### config.mk
export PLATFORM = sky130hd
export DESIGN_NAME = fft_reorder_flat
export DESIGN_NICKNAME = d
export VERILOG_FILES = /design/src/rtl/fft_reorder_if.sv /design/src/rtl/fft_reorder.sv /design/src/flat_wrapper.sv
export SDC_FILE = /design/constraint.sdc
export NUM_CORES = 1
export LEC_CHECK = 0
export BUFFER_PORTS_ARGS = -buffer_cell sky130_fd_sc_hd__buf_2
export CAP_MARGIN = 10
export CORE_ASPECT_RATIO = 0.9
export CORE_MARGIN = 5
export CORE_UTILIZATION = 31
export CTS_CLUSTER_DIAMETER = 80
export CTS_CLUSTER_SIZE = 24
export DETAILED_ROUTE_END_ITERATION = 12
export GPL_ROUTABILITY_DRIVEN = 1
export PLACE_DENSITY = 0.44
export SLEW_MARGIN = 10
export SYNTH_ARGS = -nofsm -noshare
export SYNTH_HDL_FRONTEND = slang
export SYNTH_SLANG_ARGS = --single-unit
### constraint.sdc
create_clock -name clk -period 3.1 [get_ports clk]
set_clock_uncertainty 0.05 [all_clocks]
set_input_delay 0.31 -clock clk [delete_from_list [all_inputs] [get_ports clk]]
set_output_delay 0.31 -clock clk [all_outputs]
set_load 0.02 [all_outputs]
### src/rtl/fft_reorder_if.sv
// fft_reorder_if: dual-lane input / natural-order output handshake bundle for fft_reorder.
// Ports: in_valid/in_ready with in_up_re/in_up_im/in_l_re/in_l_im (pair input),
//        out_valid/out_ready with out_re/out_im/out_index/out_last (bin output).
// slave modport = reorder block, master modport = upstream/downstream side.
interface fft_reorder_if #(parameter int WIDTH = 9);
    logic in_valid;
    logic in_ready;
    logic signed [WIDTH-1:0] in_up_re;
    logic signed [WIDTH-1:0] in_up_im;
    logic signed [WIDTH-1:0] in_l_re;
    logic signed [WIDTH-1:0] in_l_im;
    logic out_valid;
    logic out_ready;
    logic signed [WIDTH-1:0] out_re;
    logic signed [WIDTH-1:0] out_im;
    logic [4:0] out_index;
    logic out_last;
    modport master (
        output in_valid, in_up_re, in_up_im, in_l_re, in_l_im, out_ready,
        input  in_ready, out_valid, out_re, out_im, out_index, out_last
    );
    modport slave (
        input  in_valid, in_up_re, in_up_im, in_l_re, in_l_im, out_ready,
        output in_ready, out_valid, out_re, out_im, out_index, out_last
    );
endinterface

### src/rtl/fft_reorder.sv
// fft_reorder: ping-pong buffer turning 32-point MDC bit-reversed pairs into natural-order bins.
// Ports: clk, rst (async active-high), bus (fft_reorder_if.slave).
// Option: FFT_REORDER_DROP_CNT_EN adds drop_cnt[7:0], a saturating count of refused pairs.
module fft_reorder #(parameter int WIDTH = 9) (
    input logic clk,
    input logic rst,
    fft_reorder_if.slave bus
`ifdef FFT_REORDER_DROP_CNT_EN
    ,
    output logic [7:0] drop_cnt
`endif
);
    typedef enum logic [1:0] {EMPTY, FILLING, FULL, READING} bank_t;
    bank_t st [2];
    logic [2*WIDTH-1:0] mem [64];
    logic wptr;
    logic rptr;
    logic [3:0] wcnt;
    logic [4:0] rcnt;
    logic [3:0] wrev;
    logic acc;
    logic xfer;
    logic fin;
    logic start;
    logic chain;
    logic [5:0] raddr;
    logic [2*WIDTH-1:0] rdata;
    // bitrev5(2k) = {0, rev4(k)} and bitrev5(2k+1) = {1, rev4(k)}
    assign wrev = {wcnt[0], wcnt[1], wcnt[2], wcnt[3]};
    assign bus.in_ready = !rst && (st[wptr] == EMPTY || st[wptr] == FILLING);
    assign acc = bus.in_valid && bus.in_ready;
    assign xfer = bus.out_valid && bus.out_ready;
    assign fin = xfer && bus.out_last;
    // other bank already full at the final transfer: continue without a gap
    assign chain = fin && st[~rptr] == FULL;
    assign start = !bus.out_valid && st[rptr] == FULL;
    // rcnt holds the address of the next bin to present
    assign raddr = chain ? {~rptr, 5'd0} : start ? {rptr, 5'd0} : {rptr, rcnt};
    assign rdata = mem[raddr];
    always_ff @(posedge clk) begin
        if (acc) begin
            mem[{wptr, 1'b0, wrev}] <= {bus.in_up_re, bus.in_up_im};
            mem[{wptr, 1'b1, wrev}] <= {bus.in_l_re, bus.in_l_im};
        end
    end
    always_ff @(posedge clk or posedge rst) begin
        if (rst) begin
            st[0] <= EMPTY;
            st[1] <= EMPTY;
            wptr <= 1'b0;
            rptr <= 1'b0;
            wcnt <= 4'd0;
            rcnt <= 5'd0;
            bus.out_valid <= 1'b0;
            bus.out_re <= '0;
            bus.out_im <= '0;
            bus.out_index <= 5'd0;
            bus.out_last <= 1'b0;
        end else begin
            if (acc) begin
                st[wptr] <= (wcnt == 4'd15) ? FULL : FILLING;
                wcnt <= wcnt + 4'd1;
                if (wcnt == 4'd15) wptr <= ~wptr;
            end
            if (fin) begin
                st[rptr] <= EMPTY;
                rptr <= ~rptr;
            end
            if (start) st[rptr] <= READING;
            if (chain) st[~rptr] <= READING;
            if (start || chain || (xfer && !fin)) begin
                bus.out_valid <= 1'b1;
                bus.out_re <= rdata[2*WIDTH-1:WIDTH];
                bus.out_im <= rdata[WIDTH-1:0];
                bus.out_index <= raddr[4:0];
                bus.out_last <= &raddr[4:0];
                rcnt <= raddr[4:0] + 5'd1;
            end else if (fin) begin
                bus.out_valid <= 1'b0;
                bus.out_re <= '0;
                bus.out_im <= '0;
                bus.out_index <= 5'd0;
                bus.out_last <= 1'b0;
                rcnt <= 5'd0;
            end
        end
    end
`ifdef FFT_REORDER_DROP_CNT_EN
    always_ff @(posedge clk or posedge rst) begin
        if (rst) drop_cnt <= 8'd0;
        else if (bus.in_valid && !bus.in_ready && drop_cnt != 8'hFF) drop_cnt <= drop_cnt + 8'd1;
    end
`endif
endmodule

### src/flat_wrapper.sv
// flat-port wrapper written by rule: the top's interface ports become plain ports
module fft_reorder_flat 
#(parameter int WIDTH = 9)
  (clk, rst, bus_in_valid, bus_in_up_re, bus_in_up_im, bus_in_l_re, bus_in_l_im, bus_out_ready, bus_in_ready, bus_out_valid, bus_out_re, bus_out_im, bus_out_index, bus_out_last);
  fft_reorder_if #(.WIDTH(WIDTH)) bus_i ();
  input logic clk;
  input logic rst;
  input wire logic [$bits(bus_i.in_valid)-1:0] bus_in_valid;
  input wire logic [$bits(bus_i.in_up_re)-1:0] bus_in_up_re;
  input wire logic [$bits(bus_i.in_up_im)-1:0] bus_in_up_im;
  input wire logic [$bits(bus_i.in_l_re)-1:0] bus_in_l_re;
  input wire logic [$bits(bus_i.in_l_im)-1:0] bus_in_l_im;
  input wire logic [$bits(bus_i.out_ready)-1:0] bus_out_ready;
  output wire logic [$bits(bus_i.in_ready)-1:0] bus_in_ready;
  output wire logic [$bits(bus_i.out_valid)-1:0] bus_out_valid;
  output wire logic [$bits(bus_i.out_re)-1:0] bus_out_re;
  output wire logic [$bits(bus_i.out_im)-1:0] bus_out_im;
  output wire logic [$bits(bus_i.out_index)-1:0] bus_out_index;
  output wire logic [$bits(bus_i.out_last)-1:0] bus_out_last;
  assign bus_i.in_valid = bus_in_valid;
  assign bus_i.in_up_re = bus_in_up_re;
  assign bus_i.in_up_im = bus_in_up_im;
  assign bus_i.in_l_re = bus_in_l_re;
  assign bus_i.in_l_im = bus_in_l_im;
  assign bus_i.out_ready = bus_out_ready;
  assign bus_in_ready = bus_i.in_ready;
  assign bus_out_valid = bus_i.out_valid;
  assign bus_out_re = bus_i.out_re;
  assign bus_out_im = bus_i.out_im;
  assign bus_out_index = bus_i.out_index;
  assign bus_out_last = bus_i.out_last;
  fft_reorder #(.WIDTH(WIDTH)) u_core (.clk(clk), .rst(rst), .bus(bus_i));
endmodule
# ---- Yosys cells after proc, flatten, opt, wreduce, memory -nomap -nowiden
# Memory sizes are Yosys's and may differ from the RTL's.
# Index checks and enable logic that the tools add are counted.
dict set report totals {
  mem_count 1
  reg_bits 40
  mem_bits_rw 1152
}
dict set report classes {
  n_addsub 2
  eq_ne 4
  bitwise_logic 9
  mux 34
  magnitude_cmp 6
  n_reduce_logical 20
}
# name depth word_bits read_ports rd_ports_with_merged_regs wr line
set mem_list {}
lappend mem_list {u_core.mem 64 18 1 0 2 fft_reorder.sv:15} ;# logic [2*WIDTH-1:0] mem [64];
# op count
set op_table {}
lappend op_table {{two-way mux 9 bit} 3}
lappend op_table {{two-way mux 2 bit} 13}
lappend op_table {{two-way mux 5 bit} 4}
lappend op_table {{two-way mux 4 bit} 4}
lappend op_table {{logical AND 1 bit} 10}
lappend op_table {{OR 4 bit} 2}
lappend op_table {{demux 2 bit (select 1 bit)} 3}
lappend op_table {{greater-or-equal comparator 2 bit, second input constant} 3}
lappend op_table {{less-than comparator 2 x 1 -> 1 bit, second input constant} 3}
lappend op_table {{two-way mux 6 bit} 1}
lappend op_table {{NOT 1 -> 2 bit} 3}
lappend op_table {{adder 5 x 1 -> 5 bit, second input constant} 1}
lappend op_table {{two-way mux 1 bit} 5}
lappend op_table {{AND reduction 5 bit} 1}
lappend op_table {{adder 4 x 1 -> 4 bit, second input constant} 1}
lappend op_table {{bitwise AND 4 bit} 1}
lappend op_table {{bitwise mux 4 bit} 1}
lappend op_table {{equality test 2 bit, second input constant} 2}
lappend op_table {{equality test 4 bit, second input constant} 1}
lappend op_table {{NOT 4 bit} 1}
lappend op_table {{logical NOT 1 bit} 3}
lappend op_table {{logical OR 1 bit} 3}
lappend op_table {{equality test 2 x 1 -> 1 bit, second input constant} 1}
lappend op_table {{logical NOT 2 bit} 1}
lappend op_table {{other kinds (3)} 4}

# ---- Depth between registers and ports, before layout
dict set report depth {
  word_depth 15
  ltp_mapped 14
}

# ---- Least setup slack after synthesis
# OpenSTA, ideal clock, no wires.
dict set report synth_path {
  path_kind {register to register}
  startpoint {register u_core.wptr}
  endpoint {memory u_core.mem[46][0] in the netlist's numbering, enable pin}
  t_arrival_ns 3.414
  setup_slack_ns -0.793
  stages_incl_launch_ff 7
  setup_ns 0.429
  cell_sequence {dfrtp_1 > clkbuf_1 > a211oi_1 > nand2_1 > nor2_1 > nand3_1 > nor2_1}
}
# element line
set synth_lines {}
lappend synth_lines {{start: declaration} fft_reorder.sv:16} ;# logic wptr;
lappend synth_lines {{start signal: assignment} fft_reorder.sv:63} ;# if (wcnt == 4'd15) wptr <= ~wptr;
lappend synth_lines {{end: declaration} fft_reorder.sv:15}

# ---- Worst setup path in the final report
dict set report layout_path {
  startpoint {register u_core.rptr}
  endpoint {register u_core.bus.out_re[3]}
}
dict set report layout_between {
  elab_chain_len 10
  word_cells_on_any_way 20
  classes_between {eq/ne (2); mux (9); bitwise (3); reduce/logical (5); memory (1)}
}
# element line
set layout_rtl {}
lappend layout_rtl {{start: declaration} fft_reorder.sv:17} ;# logic rptr;
lappend layout_rtl {{start signal: assignment} fft_reorder.sv:67} ;# rptr <= ~rptr;
lappend layout_rtl {{NOT 1 -> 2 bit (implied by the code) or NOT 1 bit (tied branches)} {fft_reorder.sv:36, fft_reorder.sv:35, fft_reorder.sv:38}}
lappend layout_rtl {{two-way mux 2 bit (implied by the code) or NOT 1 -> 2 bit (tied branches)} {fft_reorder.sv:36, fft_reorder.sv:35}}
lappend layout_rtl {{two-way mux 2 bit (on tied branches) (2 in series)} {fft_reorder.sv:36, fft_reorder.sv:35}}
lappend layout_rtl {{equality test 2 bit or two-way mux 2 bit (tied branches)} {fft_reorder.sv:36, fft_reorder.sv:35}}
lappend layout_rtl {{logical AND 1 bit or equality test 2 bit (tied branches)} {fft_reorder.sv:36, fft_reorder.sv:35}}
lappend layout_rtl {{two-way mux 5 bit or logical AND 1 bit (tied branches)} {fft_reorder.sv:38, fft_reorder.sv:35}}
lappend layout_rtl {{two-way mux 6 bit or logical OR 1 bit (tied branches)} {fft_reorder.sv:38, fft_reorder.sv:71}}
lappend layout_rtl {{memory read (64 x 18 bit) or logical OR 1 bit (tied branches)} -}
lappend layout_rtl {{two-way mux 9 bit or nonzero test 2 bit (tied branches)} -}
lappend layout_rtl {{end signal: assignment} fft_reorder.sv:73} ;# bus.out_re <= rdata[2*WIDTH-1:WIDTH];
lappend layout_rtl {{end: declaration} fft_reorder_if.sv:24} ;# output in_ready, out_valid, out_re, out_im, out_index, out_last
# Several ways; a longest one is shown, not always the timed one. The select of a mux whose other input is x is not followed.
# A chain may end at the register's enable or synchronous reset.

==> impl_results.md <==
- Routed wire length: about 170,000 microns
- Clock buffer count from CTS: between 60 and 70
- Critical path's slowest cell: dfrtp_2
- Setup crit start: u_core.rptr
- GRT Util Overall: roughly a fifth
- Area grow syn2layout: 16.3%
- Largest net degree at the start of global routing: 86
- Critical-path maximum fanout: 13
- Root buffer cell: clkbuf_16
- Grt ovf: 0
- Starting density of the core: between 30% and 40%
- Die Wd: approximately 420 microns
- Post-Synthesis Cell Area: between 0.04 and 0.05 sq mm
- Die area: roughly 0.16 sq mm
- # H-tree levels: 2
- #FFs+latches synth: about 1,200
- Post-synthesis sequential area ratio: 75.9%
- Skew-Pair Late Insertion Delay: a little over 0.7 ns
- Final Cycle Share: 99.1%
- # fillers: ~14,000
- Place WS: -0.321 ns
- Top_reg_cell synth: edfxtp_1
- Vias: approximately 28,000
- Min Tclk post-route: between 3 and 4 ns
- WP data arrival: about 3.6 ns
- Int Power: around 28 mW
- 1st-iter DRT viols: 3,140
- Pre-Repair DR Iteration Count: 6
- Worst-margin pin slew: about 1 ns
- Remaining antenna violation count: 0
- Sequential power share: between 40% and 50%
- Final Max Slew Viols: 0
- Clock power frac: between 20% and 30%
- Maximum VDD drop: between 500 and 600 uV
- Post-Synth Simple-Gate Area: 4.69%
- Power per cell area: between 800 and 900 mW/mm^2
- Layout cells sized above 1: 18.5%
- Final setup viols: 0
- Pleak: 17.6 nW
- I/O pins: 66
- CTS clk-pin slew, worst paths: about 0.090 ns
- Drc violations: 0
- Initial antenna violation count: 14
- Max clock buf depth: 3
- Number of distinct library cells after synthesis: 70
- CP peak stage delay: approximately 0.45 ns
- Synth Area in Adders: less than 1%
- Area occupied by multi-input gates: around 0.011 sq mm
- Die H: ~380 microns
- Yosys warns: 0
- Final GP Congestion: 0.848
- Most frequent cells in the layout: 1,152 x edfxtp_1, 274 x mux2i_1, 175 x nand2_1, 175 x buf_4, 109 x nor2_1
- Run status: completed
- Xor/xnor share of the synthesized area: less than 1%
- Yosys top cell area share: around 74%
- Fmax: 326 MHz
- CTS tree: built
- Floorplan core area: ~0.15 sq mm
- Storage element area: approximately 0.036 sq mm
- Via-per-instance ratio: approximately 5.6
- Count of flip-flops with a built-in enable after synthesis: ~1,200
- WS Path Type: register to register
- Net Sw Frac: a little over a third
- Mux contribution to synthesized area: ~7.4%
- Wire per inst: roughly 33 microns
- Switching Power: 16.1 mW
- First-pass GRT wire length: between 200,000 and 250,000 microns
- Nets: 3,051
- HP Class: primary input to register
- Synthesized Nets: roughly 2,800
- Setup_tns: 0 ns
- Crit-path cells: or3b_4 > a21o_1 > nand3_4 > buf_4 > or3_1 > buf_6 > o22ai_1 > a211oi_2 > buf_4 > a31oi_2 > buf_4 > o22a_1
- Area contributors post-synth: edfxtp_1 74%, mux2i_1 5.8%, dfrtp_1 2.1%, a221oi_1 1.5%, a211oi_1 1.5%
- CP startpoint kind: register
- Setup slack after layout: about 0.028 ns
- RSZ-0062 raised after global routing: yes
- Hold Crit Start: bus_in_l_re[0]
- Fin util: a little over a third
- Worst reg2reg startpoint: u_core.rptr
- Clk sinks: between 1,000 and 1,500
- Floorplan row count: 135
- Critical Path End Type: register
- Fin. Hold Viols: 0
- Vias in the first global route: ~28,000
- Largest family of logic cells by synthesized area: compound AO/OA/AOI/OAI gates
- Comb power frac: 36.7%
- Max-Slew Margin vs Limit: around a third
- PortBufs: 65
- Total power: 44.6 mW
- Synth Area in Compound Gates: 9.93%
- Most common cell after layout, fill and taps aside: edfxtp_1
- Post-DP HPWL: 101,000 microns
- Asr flop ratio synth: around 3.4%
- Synth area leader: edfxtp_1
- Worst endpoint required time: ~3.6 ns
- Gate Count Post-Synth: around 2,800
- CP most frequent cell: buf_4
- Max-cap violations: 0
- Mapped Avg Cell Area: about 17 sq um
==> power groups by stage <==
stage                     sequential (mW)  combinational [mW]  clock [mW]
after floorplan                      19.0                8.32           0
after global placement               19.3                15.7           0
after detailed placement             19.3                15.7           0
after CTS                            18.9                15.9        9.53
after global routing                 18.9                17.2        10.1
final                                18.9                16.4        9.28
==> state kept, by name, indices dropped and copies added, names as in the netlist <==
signal / cells
u_core.mem: 1152
u_core.bus.out_im: 9
u_core.bus.out_re: 9
u_core.bus.out_index: 5
u_core.rcnt: 5
u_core.st: 4
u_core.wcnt: 4
u_core.bus.out_last: 1
u_core.bus.out_valid: 1
u_core.rptr: 1
u_core.wptr: 1
==> kinds of logic (layout without fill, tap and decap cells) <==
| family | after synthesis | in the layout |
|---|---|---|
| AO/OA/AOI/OAI | 611 | 611 |
| XOR/XNOR | 6 | 6 |
| adder cells (fa/ha/maj) | 3 | 3 |
| buffers and inverters | 205 | 449 |
| flip-flops | 1192 | 1192 |
| multiplexers | 308 | 308 |
| other | 0 | 4 |
| AND/OR/NAND/NOR | 478 | 478 |
==> per-layer routing <==
metal,up-vias,share of wire [%],track usage (%)
met3,247,8.0,4.72
met4,12,3.7,6.72
met1,14900,42,27.6
li1,11700,-,-
met5,-,0.047,0
met2,1194,46,32.2
==> through the flow <==
stage                     instance area (sq um)  instances  hold WS (ns)
after CTS                                 54200       5027        0.0197
after detailed placement                  52100       4918         0.442
after global routing                      54600       5033        0.0667
after floorplan                           47000       2803         0.356
after global placement                    52100       4918         0.435
final                                     54600       5037        0.0755
==> worst max-delay path, delay by kind of cell, from the launching register on <==
kind,cells,cell delay (ns)
compound gates,5,0.88
buf+inv,4,0.77
flops,1,0.45
simple gates,3,0.79
==> final cells by class <==
type / instances / share of cell area [%]
Antenna cell: 4 / 0.0183
Sequential cell: 1192 / 65.3
Multi-Input combinational cell: 1406 / 20.2
Timing Repair Buffer: 334 / 6.35
Timing Repair inverter: 1 / 0.0161
Clock inverter: 22 / 0.415
Inverter: 12 / 0.112
Clock buffer: 80 / 3.06
Tap cell: 1986 / 4.55
==> final timing paths <==
check	to	slack (ns)	depth (start not counted)
setup / recovery	u_core.bus.out_re[3]	0.03	12
hold / removal	u_core.mem[19][9]	0.08	1
setup reg to reg	u_core.bus.out_re[3]	0.03	12
hold reg to reg	u_core.wcnt[3]	0.46	1
max in group asynchronous	u_core.bus.out_re[7]	2.05	4
min in group asynchronous	u_core.wcnt[1]	0.27	3
==> synthesized netlist by cell type (all sizes together) (30+ instances only) <==
library cell	count
buf	92
dfrtp	40
nand3	30
nand2	177
mux4	31
edfxtp	1152
or3	35
a211o	50
o221ai	65
clkbuf	101
mux2i	274
a211oi	94
a21oi	55
o21ai	34
a221oi	83
nor2	143
o22ai	54
a31oi	33
==> repair_timing <==
| action | 4_1_cts | 5_1_grt |
|---|---|---|
| buffers inserted | 4 | 6 |
| hold endpoints to repair | 26 | 0 |
| endpoints found under the setup margin | 18 | 15 |
| gates resized for setup | 15 | 62 |
| cloned | 0 | 2 |
| pin swaps | 2 | 12 |
| hold buffers | 3 | 0 |
Note: power is estimated with default switching activity, not from simulation.
